**config.mk**
```make
export PLATFORM = sky130hd
export DESIGN_NAME = addsubmovneg_pipe
export DESIGN_NICKNAME = d
export VERILOG_FILES = /design/src/rtl/addsubmovneg_pipe_pkg.sv /design/src/rtl/addsubmovneg_seg.sv /design/src/rtl/addsubmovneg_pipe.sv
export SDC_FILE = /design/constraint.sdc
export NUM_CORES = 1
export LEC_CHECK = 0
export ABC_AREA = 1
export BUFFER_PORTS_ARGS = -buffer_cell sky130_fd_sc_hd__buf_4
export CORE_MARGIN = 1.5
export CORE_UTILIZATION = 50
export CTS_CLUSTER_SIZE = 20
export DETAILED_ROUTE_END_ITERATION = 12
export MAX_ROUTING_LAYER = met4
export PLACE_DENSITY = 0.68
export SETUP_SLACK_MARGIN = 0.02
export SYNTH_ARGS = -nofsm -noshare
export SYNTH_HDL_FRONTEND = slang
export SYNTH_SLANG_ARGS = --single-unit
```
**constraint.sdc**
```tcl
create_clock -name clk -period 5.95 [get_ports clk]
set_clock_uncertainty 0.1 [all_clocks]
set_input_delay 1.785 -clock clk [delete_from_list [all_inputs] [get_ports clk]]
set_output_delay 1.785 -clock clk [all_outputs]
set_load 0.005 [all_outputs]
```
**src/rtl/addsubmovneg_pipe_pkg.sv**
```systemverilog
// Shared definitions for the pipelined add/sub/move/negate unit:
// segment-count helpers, configuration legality and the mode-word layout.
package addsubmovneg_pipe_pkg;

  // Bit positions of the per-operation control bits in the mode word
  // that travels down the pipeline alongside the operands.
  localparam int unsigned MODE_SUB = 0;
  localparam int unsigned MODE_ENA = 1;
  localparam int unsigned MODE_SAT = 2;
  localparam int unsigned MODE_W   = 3;

  // Number of carry segments for a given width and segment size.
  function automatic int unsigned nseg_f(input int unsigned w, input int unsigned seg);
    return w / seg;
  endfunction

  // A configuration is legal when W splits into 1..16 whole segments.
  function automatic bit legal_f(input int unsigned w, input int unsigned seg);
    return (seg != 0) && (w % seg == 0) && (w / seg >= 1) && (w / seg <= 16);
  endfunction

endpackage

```
**src/rtl/addsubmovneg_seg.sv**
```systemverilog
// Combinational SEG-bit slice: y = (ena ? a : 0) + (sub ? ~b : b) + ci.
// Also reports the carry into the slice MSB, which the top slice uses
// to form the signed overflow flag.
module addsubmovneg_seg
  import addsubmovneg_pipe_pkg::*;
#(
  parameter int unsigned SEG = 4
) (
  input  logic           sub,
  input  logic           ena,
  input  logic [SEG-1:0] a,
  input  logic [SEG-1:0] b,
  input  logic           ci,
  output logic [SEG-1:0] y,
  output logic           co,
  output logic           cmsb
);

  logic [SEG-1:0] ea_s;
  logic [SEG-1:0] eb_s;
  logic [SEG:0]   sum_s;

  // slice adder; carry into the MSB recovered from the MSB sum bit
  always_comb begin
    ea_s  = ena ? a : {SEG{1'b0}};
    eb_s  = sub ? ~b : b;
    sum_s = {1'b0, ea_s} + {1'b0, eb_s} + {{SEG{1'b0}}, ci};
    y     = sum_s[SEG-1:0];
    co    = sum_s[SEG];
    cmsb  = sum_s[SEG-1] ^ ea_s[SEG-1] ^ eb_s[SEG-1];
  end

endmodule

```
**src/rtl/addsubmovneg_pipe.sv**
```systemverilog
// Carry-segmented pipelined add/sub/move/negate unit with optional signed
// saturation and CO/OV/Z flags. Segment k is added in stage k using operands
// held k cycles in skew registers; finished segments are deskewed so the
// full word lines up in the last stage, followed by one flag stage.
module addsubmovneg_pipe
  import addsubmovneg_pipe_pkg::*;
#(
  parameter int unsigned W   = 16,
  parameter int unsigned SEG = 4
) (
  input  logic         clk,
  input  logic         rst,
  input  logic         ce,
  input  logic         vi,
  input  logic         sub,
  input  logic         ena,
  input  logic         sat,
  input  logic [W-1:0] a,
  input  logic [W-1:0] b,
  input  logic         ci,
  output logic         vo,
  output logic [W-1:0] y,
  output logic         co,
  output logic         ov,
  output logic         z
);

  localparam int unsigned NSEG = nseg_f(W, SEG);
  localparam int unsigned TOP  = NSEG - 1;
  localparam logic [W-1:0] SMAX = {1'b0, {(W-1){1'b1}}};
  localparam logic [W-1:0] SMIN = {1'b1, {(W-1){1'b0}}};

  if (!legal_f(W, SEG)) begin : g_bad_cfg
    $error("addsubmovneg_pipe: W must be a multiple of SEG giving 1..16 segments");
  end

  logic [MODE_W-1:0] mode_in_s;

  // pack the per-operation control bits into the mode word
  always_comb begin
    mode_in_s           = {MODE_W{1'b0}};
    mode_in_s[MODE_SUB] = sub;
    mode_in_s[MODE_ENA] = ena;
    mode_in_s[MODE_SAT] = sat;
  end

  for (genvar k = 0; k < NSEG; k++) begin : g_stage
    localparam int unsigned LO = k * SEG;
    localparam int unsigned HI = LO + SEG - 1;

    logic              in_valid_s;
    logic [MODE_W-1:0] in_mode_s;
    logic [W-1:LO]     in_a_s;
    logic [W-1:LO]     in_b_s;
    logic              in_c_s;
    logic [SEG-1:0]    seg_y_s;
    logic              seg_co_s;
    logic              seg_cmsb_s;
    logic [HI:0]       res_next_s;

    logic              valid_r;
    logic [MODE_W-1:0] mode_r;
    logic              carry_r;
    logic [HI:0]       res_r;

    if (k == 0) begin : g_head
      assign in_valid_s = vi;
      assign in_mode_s  = mode_in_s;
      assign in_a_s     = a;
      assign in_b_s     = b;
      assign in_c_s     = ci;
      assign res_next_s = seg_y_s;
    end else begin : g_body
      assign in_valid_s = g_stage[k-1].valid_r;
      assign in_mode_s  = g_stage[k-1].mode_r;
      assign in_a_s     = g_stage[k-1].g_skew.opa_r;
      assign in_b_s     = g_stage[k-1].g_skew.opb_r;
      assign in_c_s     = g_stage[k-1].carry_r;
      assign res_next_s = {seg_y_s, g_stage[k-1].res_r};
    end

    addsubmovneg_seg #(.SEG(SEG)) u_seg (
      .sub  (in_mode_s[MODE_SUB]),
      .ena  (in_mode_s[MODE_ENA]),
      .a    (in_a_s[HI:LO]),
      .b    (in_b_s[HI:LO]),
      .ci   (in_c_s),
      .y    (seg_y_s),
      .co   (seg_co_s),
      .cmsb (seg_cmsb_s)
    );

    // stage k: valid, mode, segment carry and the deskewed low result bits
    always_ff @(posedge clk or posedge rst) begin
      if (rst) begin
        valid_r <= 1'b0;
        mode_r  <= {MODE_W{1'b0}};
        carry_r <= 1'b0;
        res_r   <= {(HI+1){1'b0}};
      end else if (ce) begin
        valid_r <= in_valid_s;
        mode_r  <= in_mode_s;
        carry_r <= seg_co_s;
        res_r   <= res_next_s;
      end
    end

    if (k < TOP) begin : g_skew
      logic [W-1:HI+1] opa_r;
      logic [W-1:HI+1] opb_r;
      // only the top slice's MSB carry feeds the overflow flag
      logic            cmsb_unused_s;
      assign cmsb_unused_s = seg_cmsb_s;

      // skew registers: operand segments not yet added move one stage on
      always_ff @(posedge clk or posedge rst) begin
        if (rst) begin
          opa_r <= {(W-HI-1){1'b0}};
          opb_r <= {(W-HI-1){1'b0}};
        end else if (ce) begin
          opa_r <= in_a_s[W-1:HI+1];
          opb_r <= in_b_s[W-1:HI+1];
        end
      end
    end else begin : g_top
      logic              cmsb_r;
      // only SAT is needed past the last adder stage
      logic [MODE_W-1:0] mode_unused_s;
      assign mode_unused_s = mode_r;

      // carry into the word MSB, captured with the final segment
      always_ff @(posedge clk or posedge rst) begin
        if (rst) begin
          cmsb_r <= 1'b0;
        end else if (ce) begin
          cmsb_r <= seg_cmsb_s;
        end
      end
    end
  end

  logic         last_valid_s;
  logic [W-1:0] raw_s;
  logic [W-1:0] fin_s;
  logic         co_raw_s;
  logic         ov_raw_s;
  logic         sat_s;

  // overflow detection and optional clamp to the signed range
  always_comb begin
    last_valid_s = g_stage[TOP].valid_r;
    raw_s        = g_stage[TOP].res_r;
    co_raw_s     = g_stage[TOP].carry_r;
    ov_raw_s     = co_raw_s ^ g_stage[TOP].g_top.cmsb_r;
    sat_s        = g_stage[TOP].mode_r[MODE_SAT];
    fin_s        = raw_s;
    if (sat_s && ov_raw_s) begin
      if (raw_s[W-1]) begin
        fin_s = SMAX;
      end else begin
        fin_s = SMIN;
      end
    end else begin
      fin_s = raw_s;
    end
  end

  logic         vo_r;
  logic [W-1:0] y_r;
  logic         co_r;
  logic         ov_r;
  logic         z_r;

  // flag stage: result and flags update only for valid ops, hold on bubbles
  always_ff @(posedge clk or posedge rst) begin
    if (rst) begin
      vo_r <= 1'b0;
      y_r  <= {W{1'b0}};
      co_r <= 1'b0;
      ov_r <= 1'b0;
      z_r  <= 1'b0;
    end else if (ce) begin
      vo_r <= last_valid_s;
      if (last_valid_s) begin
        y_r  <= fin_s;
        co_r <= co_raw_s;
        ov_r <= ov_raw_s;
        z_r  <= (fin_s == {W{1'b0}});
      end
    end
  end

  assign vo = vo_r;
  assign y  = y_r;
  assign co = co_r;
  assign ov = ov_r;
  assign z  = z_r;

endmodule

```
### Yosys cells after proc, flatten, opt, wreduce, memory -nomap -nowiden

Cells that the tools add are included.

| operators by class | value |
|---|---|
| muxes and demuxes | 10 |
| add/subtract/negate cells | 8 |
| bitwise operators | 7 |
| reductions and logical operators | 3 |

Operators with widths:

| cell | count |
|---|---|
| 16-bit 2-to-1 mux | 2 |
| 4-bit 2-to-1 mux | 8 |
| 4-bit by 4-bit adder with 5-bit output | 4 |
| 5-bit by 1-bit adder with 5-bit output | 4 |
| 16-bit logical NOT | 1 |
| 4-bit inverter | 4 |
| 1-bit bitwise XOR | 3 |
| 2-bit AND reduction | 1 |
| 1-bit logical AND | 1 |

| word-level totals | value |
|---|---|
| logic and storage cells | 56 |
| register bits after elaboration | 129 |
| bits of input ports | 40 |

### Logic depth before layout (Yosys ltp)

Gate-level depths: netlist (run 1).

| depth | value |
|---|---|
| depth in word-level cells | 6 |
| mapped depth | 10 |

### Cells and area by module

Synthesis (run 1) repeated with hierarchy kept, for this count alone.

| second synthesis, totals | value |
|---|---|
| cell total of the unflattened synthesis | 645 |
| area total of the unflattened synthesis | 6,082.1 µm² |

Modules (own cells, without submodules):

| module | cells each | times used | area an instance (µm²) | seq. area each (µm²) |
|---|---|---|---|---|
| addsubmovneg_pipe | 448 | 1 | 4,847.1 | 3,178.0 |
| addsubmovneg_seg (g_stage[1].u_seg ...) | 49 | 3 | 306.5 | 0.0 |
| addsubmovneg_seg (g_stage[0].u_seg) | 50 | 1 | 315.3 | 0.0 |

### Worst setup path before layout (run 1)

No wires, ideal clock.

| timing | value |
|---|---|
| kind | input to register |
| from | input port sub |
| to | register g_stage[0].res_r[1] |
| data arrival time | 3.106 ns |
| required time | 5.734 ns |
| buffers on the path | 1 |
| path slack | 2.628 ns |
| cell stages on the path | 7 |
| cells stage by stage | clkbuf_1 -> xnor2_1 -> fa_1 -> inv_1 -> fa_1 -> nand2_1 -> nand2_1 |

| on the way | value |
|---|---|
| longest elaborated chain between the ends | 3 |

RTL lines:

| what | line | text |
|---|---|---|
| start, declared | addsubmovneg_pipe.sv:15 | `input logic sub,` |
| 4-bit 2-to-1 mux | addsubmovneg_seg.sv:26 | `eb_s = sub ? ~b : b;` |
| 4-bit by 4-bit adder with 5-bit output | addsubmovneg_seg.sv:27 | `sum_s = {1'b0, ea_s} + {1'b0, eb_s} + {{SEG{1'b0}}, ci};` |
| 5-bit by 1-bit adder with 5-bit output | addsubmovneg_seg.sv:27 |  |
| via g_stage[0].res_next_s[1] | addsubmovneg_pipe.sv:59 | `logic [HI:0] res_next_s;` |
| end signal, assigned | addsubmovneg_pipe.sv:99 | `res_r <= {(HI+1){1'b0}};` |
| end signal, assigned | addsubmovneg_pipe.sv:104 | `res_r <= res_next_s;` |
| end, declared | addsubmovneg_pipe.sv:64 | `logic [HI:0] res_r;` |

The timed path passes the listed nets, and every way through them passes these cells.
A chain may end at the register's enable or synchronous reset.

### Worst setup path in the final report (run 1)

| timing | value |
|---|---|
| from | input port ce |
| to | register g_stage[1].res_r[4] |

RTL lines:

| what | line | text |
|---|---|---|
| start, declared | addsubmovneg_pipe.sv:13 | `input logic ce,` |
| end signal, assigned | addsubmovneg_pipe.sv:99 |  |
| end signal, assigned | addsubmovneg_pipe.sv:104 |  |
| end, declared | addsubmovneg_pipe.sv:64 |  |

No word-level cell between the ends.

==> run summary, run 1 <==
status: completed
Synth warnings: 0
count of different cell masters after synthesis: 31
DRT antenna net count: 0
Tcrit/Tclk final: 54.2%
critical path cell sequence: buf_4, inv_2, buf_12, o21ai_0
DPL Wire Length: 6710 µm
reg2reg start: g_stage[2].mode_r[0]
fin. max-slew vios: 0
Critical Path Slowest Stage Cell: buf_4
worst-path fanout max: 110
post-synth top area share: 56.1%
Hold Crit Depth: 2
#FFs+latches synth: 127
Hold Startpoint: g_stage[0].g_skew.opb_r[13]
layout cell share with drive strength beyond 1: 15.2%
post-CTS setup buffer count: 0
post-cts sizing count: 0
row count: 38
count leader, synth: nand2_1
WHS Endpoint: g_stage[0].g_skew.opb_r[13]
clock sink count: 127
Synthesized Nets: 688
Seq/Total Area, Yosys: 56.1%
Reg2Reg Setup Slack: 3840 ps
routed vias: 4,010
starting DRC count in detailed routing: 240
crit path from: ce
GPL Wtd Cong: 0.778
CTS tree: done
Buffers on Ports: 59
Tmin final: 3220 ps
final WL: 10,100 µm
ys async rst share: 100%
Primary FF master, synth: dfrtp_1
# Max-Cap Violations: 0
clk root buf: clkbuf_16
crit path capture type: flip-flop
R2R cell count: 6
CP required: 6140 ps
Core Region: 10,900 µm²
actual slew at the worst max-slew pin: 852 ps
kind of critical path: in2reg
Mapped Cells: 628
Starting Density: 51.8%
fin nets: 739
first-pass GRT wire length: 18,100 µm
vias per inst: 4.83
GRT Util Overall: 19.9%
die area: 12,000 µm²
die width: 109 µm
Synth area leaders: dfrtp_1 (56%), nand2_1 (14%), o21ai_0 (6.6%), inv_1 (3.8%), fa_1 (2.8%)
Leak: 3.51 nW
Post-Syn Area: 5670 µm²
clock buffer depth: 2
fmax: 310 MHz
largest net degree at the start of global routing: 111
dominant cell type by area after synthesis: dfrtp_1
CP startpoint kind: input port
drt drc: 0
list of most frequent post-synthesis cells: nand2_1 (218), dfrtp_1 (127), o21ai_0 (75)
arrival time at the worst endpoint: 3420 ps
Worst slew margin: 43.2%
num ports: 60
Hold Buf Count CTS: 0
number of diodes: 0
synthesized area per cell: 9.03 µm²
routed len/inst: 12.2 µm
area grow syn2layout: 19.6%
Die H: 109 µm
IR drop worst, VDD: 182 µV
vias in the first global route: 3,942
total power: 0.00268 W
Post-synth EDFFs: 0
grt total ovfl: 0
RSZ-0062 raised after global routing: false
Num CTS Buffers: 17
worst skew pair latency: 400 ps
Fin Setup TNS: 0 ps
CTS H-tree lvls: 4
Worst-path clk slew: 50 ps
worst hold path type: reg2reg
# setup viols final: 0
initial antenna violation count: 0
Pre-Repair DR Iteration Count: 4
fillers: 941
final hold violations: 0
reg-to-reg endpoint: g_stage[3].res_r[14]
cell area power density: 395 nW/µm²
CP peak stage delay: 620 ps
==> layer usage <==
layer,GRT usage [%],wire length [µm],vias up,part of all wire [%]
met5,-,0,-,0
met4,5.57,63,0,0.62
met3,5.22,439,8,4.3
met2,29.9,4600,103,45
met1,26.8,5030,1841,50
li1,-,-,2058,-
==> registers in the layout (all words and copies together), names as in the netlist <==
signal and cells:
g_stage.g_top.cmsb_r 1, g_stage.g_skew.opa_r 24, g_stage.res_r 40, g_stage.g_skew.opb_r 24
g_stage.carry_r 3, y 16, ov 1, co 1
g_stage.mode_r 9, g_stage.g_top.mode_unused_s 1, g_stage.valid_r 4, z 1
co_raw_s 1, vo 1
==> layout make-up <==
cell class / count / area [µm²] / area share (%)
Multi-Input combinational cell: 409 / 2110 / 31.1
Sequential cell: 127 / 3180 / 46.9
Clock buffer: 26 / 529 / 7.81
Timing Repair Buffer: 62 / 478 / 7.05
Clock inverter: 5 / 75.1 / 1.11
Inverter: 62 / 235 / 3.47
Tap cell: 140 / 175 / 2.58
==> how the worst max path moves through the flow <==
stage / endpoint / cells past startpoint
finish: g_stage[1].res_r[4] / 4
global route: g_stage[1].res_r[4] / 4
CTS: g_stage[1].res_r[4] / 4
detailed placement: g_stage[3].g_top.cmsb_r / 7
global placement: g_stage[3].g_top.cmsb_r / 7
floorplan: co / 1
==> logic make-up (layout without fill, tap and decap cells) <==
kind of cell               after synthesis  in the layout  share of synthesized area, %
and+or+nand+nor                        265            265                          18.7
DFF                                    127            127                          56.1
AOI/OAI and AO/OA                      104            104                          9.78
buffers and inverters                   92            155                          6.71
adders and majority gates               20             20                          5.47
xor gates and xnor gates                20             20                          3.22
==> metrics by stage <==
| step | instance area, µm² | cells | utilization, % | hold WS (ps) | setup WS, ps |
|---|---|---|---|---|---|
| 2_1_floorplan | 5670 | 628 | - | 342 | 681 |
| 3_3_place_gp | 6180 | 800 | 56.5 | 357 | 2380 |
| 3_5_place_dp | 6180 | 800 | 56.5 | 358 | 2370 |
| 4_1_cts | 6780 | 831 | 62.0 | 371 | 2760 |
| 5_1_grt | 6780 | 831 | 62.0 | 394 | 2570 |
| 6_report | 6780 | 831 | 62.0 | 369 | 2730 |
==> worst max-delay path, delay by kind of cell <==
kind,cells,cell delay [ps]
AO/OA/AOI/OAI,1,290
buffers and inverters,3,1240
==> cells in the final DEF, fill, tap and decap left out <==
master,synthesis,routed
o211ai_1,1,1
nand2_1,218,218
o21ai_0,75,75
xnor2_2,1,1
nand3_1,8,8
o21ai_1,1,1
inv_1,57,56
nor2_1,31,31
nand2_2,2,2
a21o_1,1,1
dfrtp_1,127,127
nor3b_1,1,1
o31ai_1,1,1
buf_4,4,61
fa_1,8,8
xor2_1,12,12
clkbuf_1,15,2
clkinv_2,0,3
nand4_4,1,1
buf_12,0,1
clkbuf_16,0,17
a22oi_1,4,4
inv_2,5,5
bufinv_16,0,2
a31oi_1,4,4
inv_4,0,1
a21oi_2,1,1
clkbuf_8,0,7
nand2_4,2,2
a21oi_1,14,14
a22o_1,2,2
ha_1,12,12
nand4_1,1,1
xnor2_1,7,7
nand3_4,1,1
==> where the power goes <==
| part | switching (W) | leakage [nW] | internal, W |
|---|---|---|---|
| sequential | 0.000109 | 1.56 | 0.00104 |
| combinational | 0.000266 | 1.65 | 0.000230 |
| clock | 0.000342 | 0.302 | 0.000691 |
| total | 0.000717 | 3.51 | 0.00196 |
No activity file was read; power rests on OpenSTA's default activity.
==> run 2, diff against run 1 <==
ABC_AREA = 0   (was 1)
PLACE_DENSITY = 0.7   (was 0.68)
clock period = 2.8 ns   (was 5.95 ns; I/O delays follow)
==> run summary, run 2 <==
Buffers on Ports: 59
CP required: 3030 ps
layout cell share with drive strength beyond 1: 39.3%
R2R cell count: 7
reg-to-reg endpoint: g_stage[3].g_top.cmsb_r
CP startpoint kind: flip-flop
Worst slew margin: 45.8%
GRT Util Overall: 18.2%
Post-Syn Area: 5720 µm²
Primary FF master, synth: dfrtp_1
count leader, synth: dfrtp_1
initial antenna violation count: 0
synthesized area per cell: 13.0 µm²
Setup WS post-layout: 488 ps
DPL Wire Length: 6760 µm
Die H: 110 µm
Worst Setup EP: g_stage[3].g_top.cmsb_r
Synth area leaders: dfrtp_1 (56%), mux2_2 (18%), a21oi_1 (3.2%), fa_1 (2.8%), ha_1 (2.6%)
worst hold path type: reg2reg
crit path from: g_stage[2].mode_r[0]
CTS H-tree lvls: 4
post-synthesis compound-gate area fraction: 6.87%
kind of critical path: reg2reg
met3 usage in global routing: 5.33%
RSZ-0062 raised after global routing: false
area grow syn2layout: 20.9%
reg2reg start: g_stage[2].mode_r[0]
mux share of post-synthesis cell area: 17.9%
GPL Wtd Cong: 0.759
#FFs+latches synth: 127
clock buffer depth: 2
Reg2Reg Setup Slack: 490 ps
crit path capture type: flip-flop
fin nets: 564
starting DRC count in detailed routing: 128
fin util: 62.9%
dominant cell type by area after synthesis: dfrtp_1
routed len/inst: 14.4 µm
vias per inst: 5.15
clk root buf: clkbuf_16
post-cts sizing count: 0
cell area power density: 925 nW/µm²
worst-path fanout max: 5
Largest register FFs: 40
IR drop worst, VDD: 476 µV
Worst-path clk slew: 50 ps
actual slew at the worst max-slew pin: 814 ps
worst skew pair latency: 410 ps
post-CTS setup buffer count: 0
list of most frequent post-synthesis cells: dfrtp_1 (127), mux2_2 (90), a21oi_1 (36)
Num CTS Buffers: 17
number of diodes: 0
count of different cell masters after synthesis: 34
status: completed
grt total ovfl: 0
GR Util met1: 22.8%
num ports: 60
Tcrit/Tclk final: 82.6%
final WL: 9490 µm
Top reg by flops: g_stage.res_r
Tmin final: 2310 ps
met2 Resource Use GR: 28.2%
DRT antenna net count: 0
vias in the first global route: 3,407
fin. max-slew vios: 0
largest net degree at the start of global routing: 38
Seq/Total Area, Yosys: 55.6%
# Max-Cap Violations: 0
row count: 38
largest family of logic cells by synthesized area: multiplexers
Starting Density: 52.0%
first-pass GRT wire length: 16,100 µm
Mapped Cells: 440
# setup viols final: 0
fmax: 432 MHz
Fin Setup TNS: 0 ps
ys async rst share: 100%
top flop regs: g_stage.res_r (40), g_stage.g_skew.opa_r (24), g_stage.g_skew.opb_r (24)
commonest non-fill, non-tap cell in the layout: dfrtp_1
Hold Buf Count CTS: 0
DP Worst Slack: 214 ps
post-synth top area share: 55.6%
simple-gate share of the synthesized area: 5.74%
routed vias: 3,383
Pre-Repair DR Iteration Count: 4
die area: 12,100 µm²
worst hold slack: 380 ps
arrival time at the worst endpoint: 2540 ps
Post-synth EDFFs: 0
most frequent cells in the layout: dfrtp_1 (127), mux2_2 (90), buf_4 (64)
post-synthesis adder-cell area fraction: 5.43%
final hold violations: 0
drt drc: 0
gr busiest metal: met2
Synth warnings: 0
post-synthesis xor/xnor area fraction: 4.55%
Synthesized Nets: 500
Core Region: 11,000 µm²
Leak: 3.04 nW
die width: 110 µm
clock sink count: 127
CTS tree: done
run 2: per-stage QoR:
stage	power [W]	area, µm²	instances
after floorplan	0.00381	5720	440
after global placement	0.00423	6330	625
after detailed placement	0.00432	6330	625
after CTS	0.00648	6910	657
after global routing	0.00679	6910	657
final	0.00639	6910	657
run 2: cell families after synthesis:
logic type / after synthesis
flops: 127
mux: 91
simple gates: 67
compound gates: 66
buf+inv: 44
xor+xnor: 25
fa+ha+maj: 20
run 2: worst min-delay path by stage:
stage                                   start                  end  depth (start not counted)
after global placement                     vo                   vo                          1
final                     g_stage[1].res_r[7]  g_stage[1].res_r[7]                          2
after global routing      g_stage[1].res_r[7]  g_stage[1].res_r[7]                          2
after CTS                 g_stage[1].res_r[7]  g_stage[1].res_r[7]                          2
after floorplan           g_stage[0].res_r[3]  g_stage[0].res_r[3]                          2
after detailed placement  g_stage[1].res_r[7]  g_stage[1].res_r[7]                          2
run 2: critical path, cell delays in order (launching register included):
cell and delay (ps):
dfrtp_1 500, xnor2_1 300, inv_1 100, ha_1 290, nand2_1 50, o21ai_0 350, xor3_1 400, a21oi_1 150
run 2: layout make-up:
class | count | area, µm²
multi-input cells | 269 | 2310
clock inverters | 13 | 140
fillers | 853 | 4070
well taps | 140 | 175
clock buffers | 19 | 443
repair buffers | 69 | 581
inverters | 20 | 78.8
flip-flops and latches | 127 | 3180
run 2: report_power, final:
part | switching (W) | total, W | internal [W]
combinational | 0.000692 | 0.00158 | 0.000891
clock | 0.000779 | 0.00211 | 0.00133
sequential | 0.000352 | 0.00270 | 0.00235
total | 0.00182 | 0.00639 | 0.00457
run 2: layer usage:
metal	part of all wire, %	up-vias	wire length [µm]
met5	0	-	0
met4	1.0	0	98
met3	3.6	10	346
met2	49	68	4630
met1	46	1665	4410
li1	-	1640	-
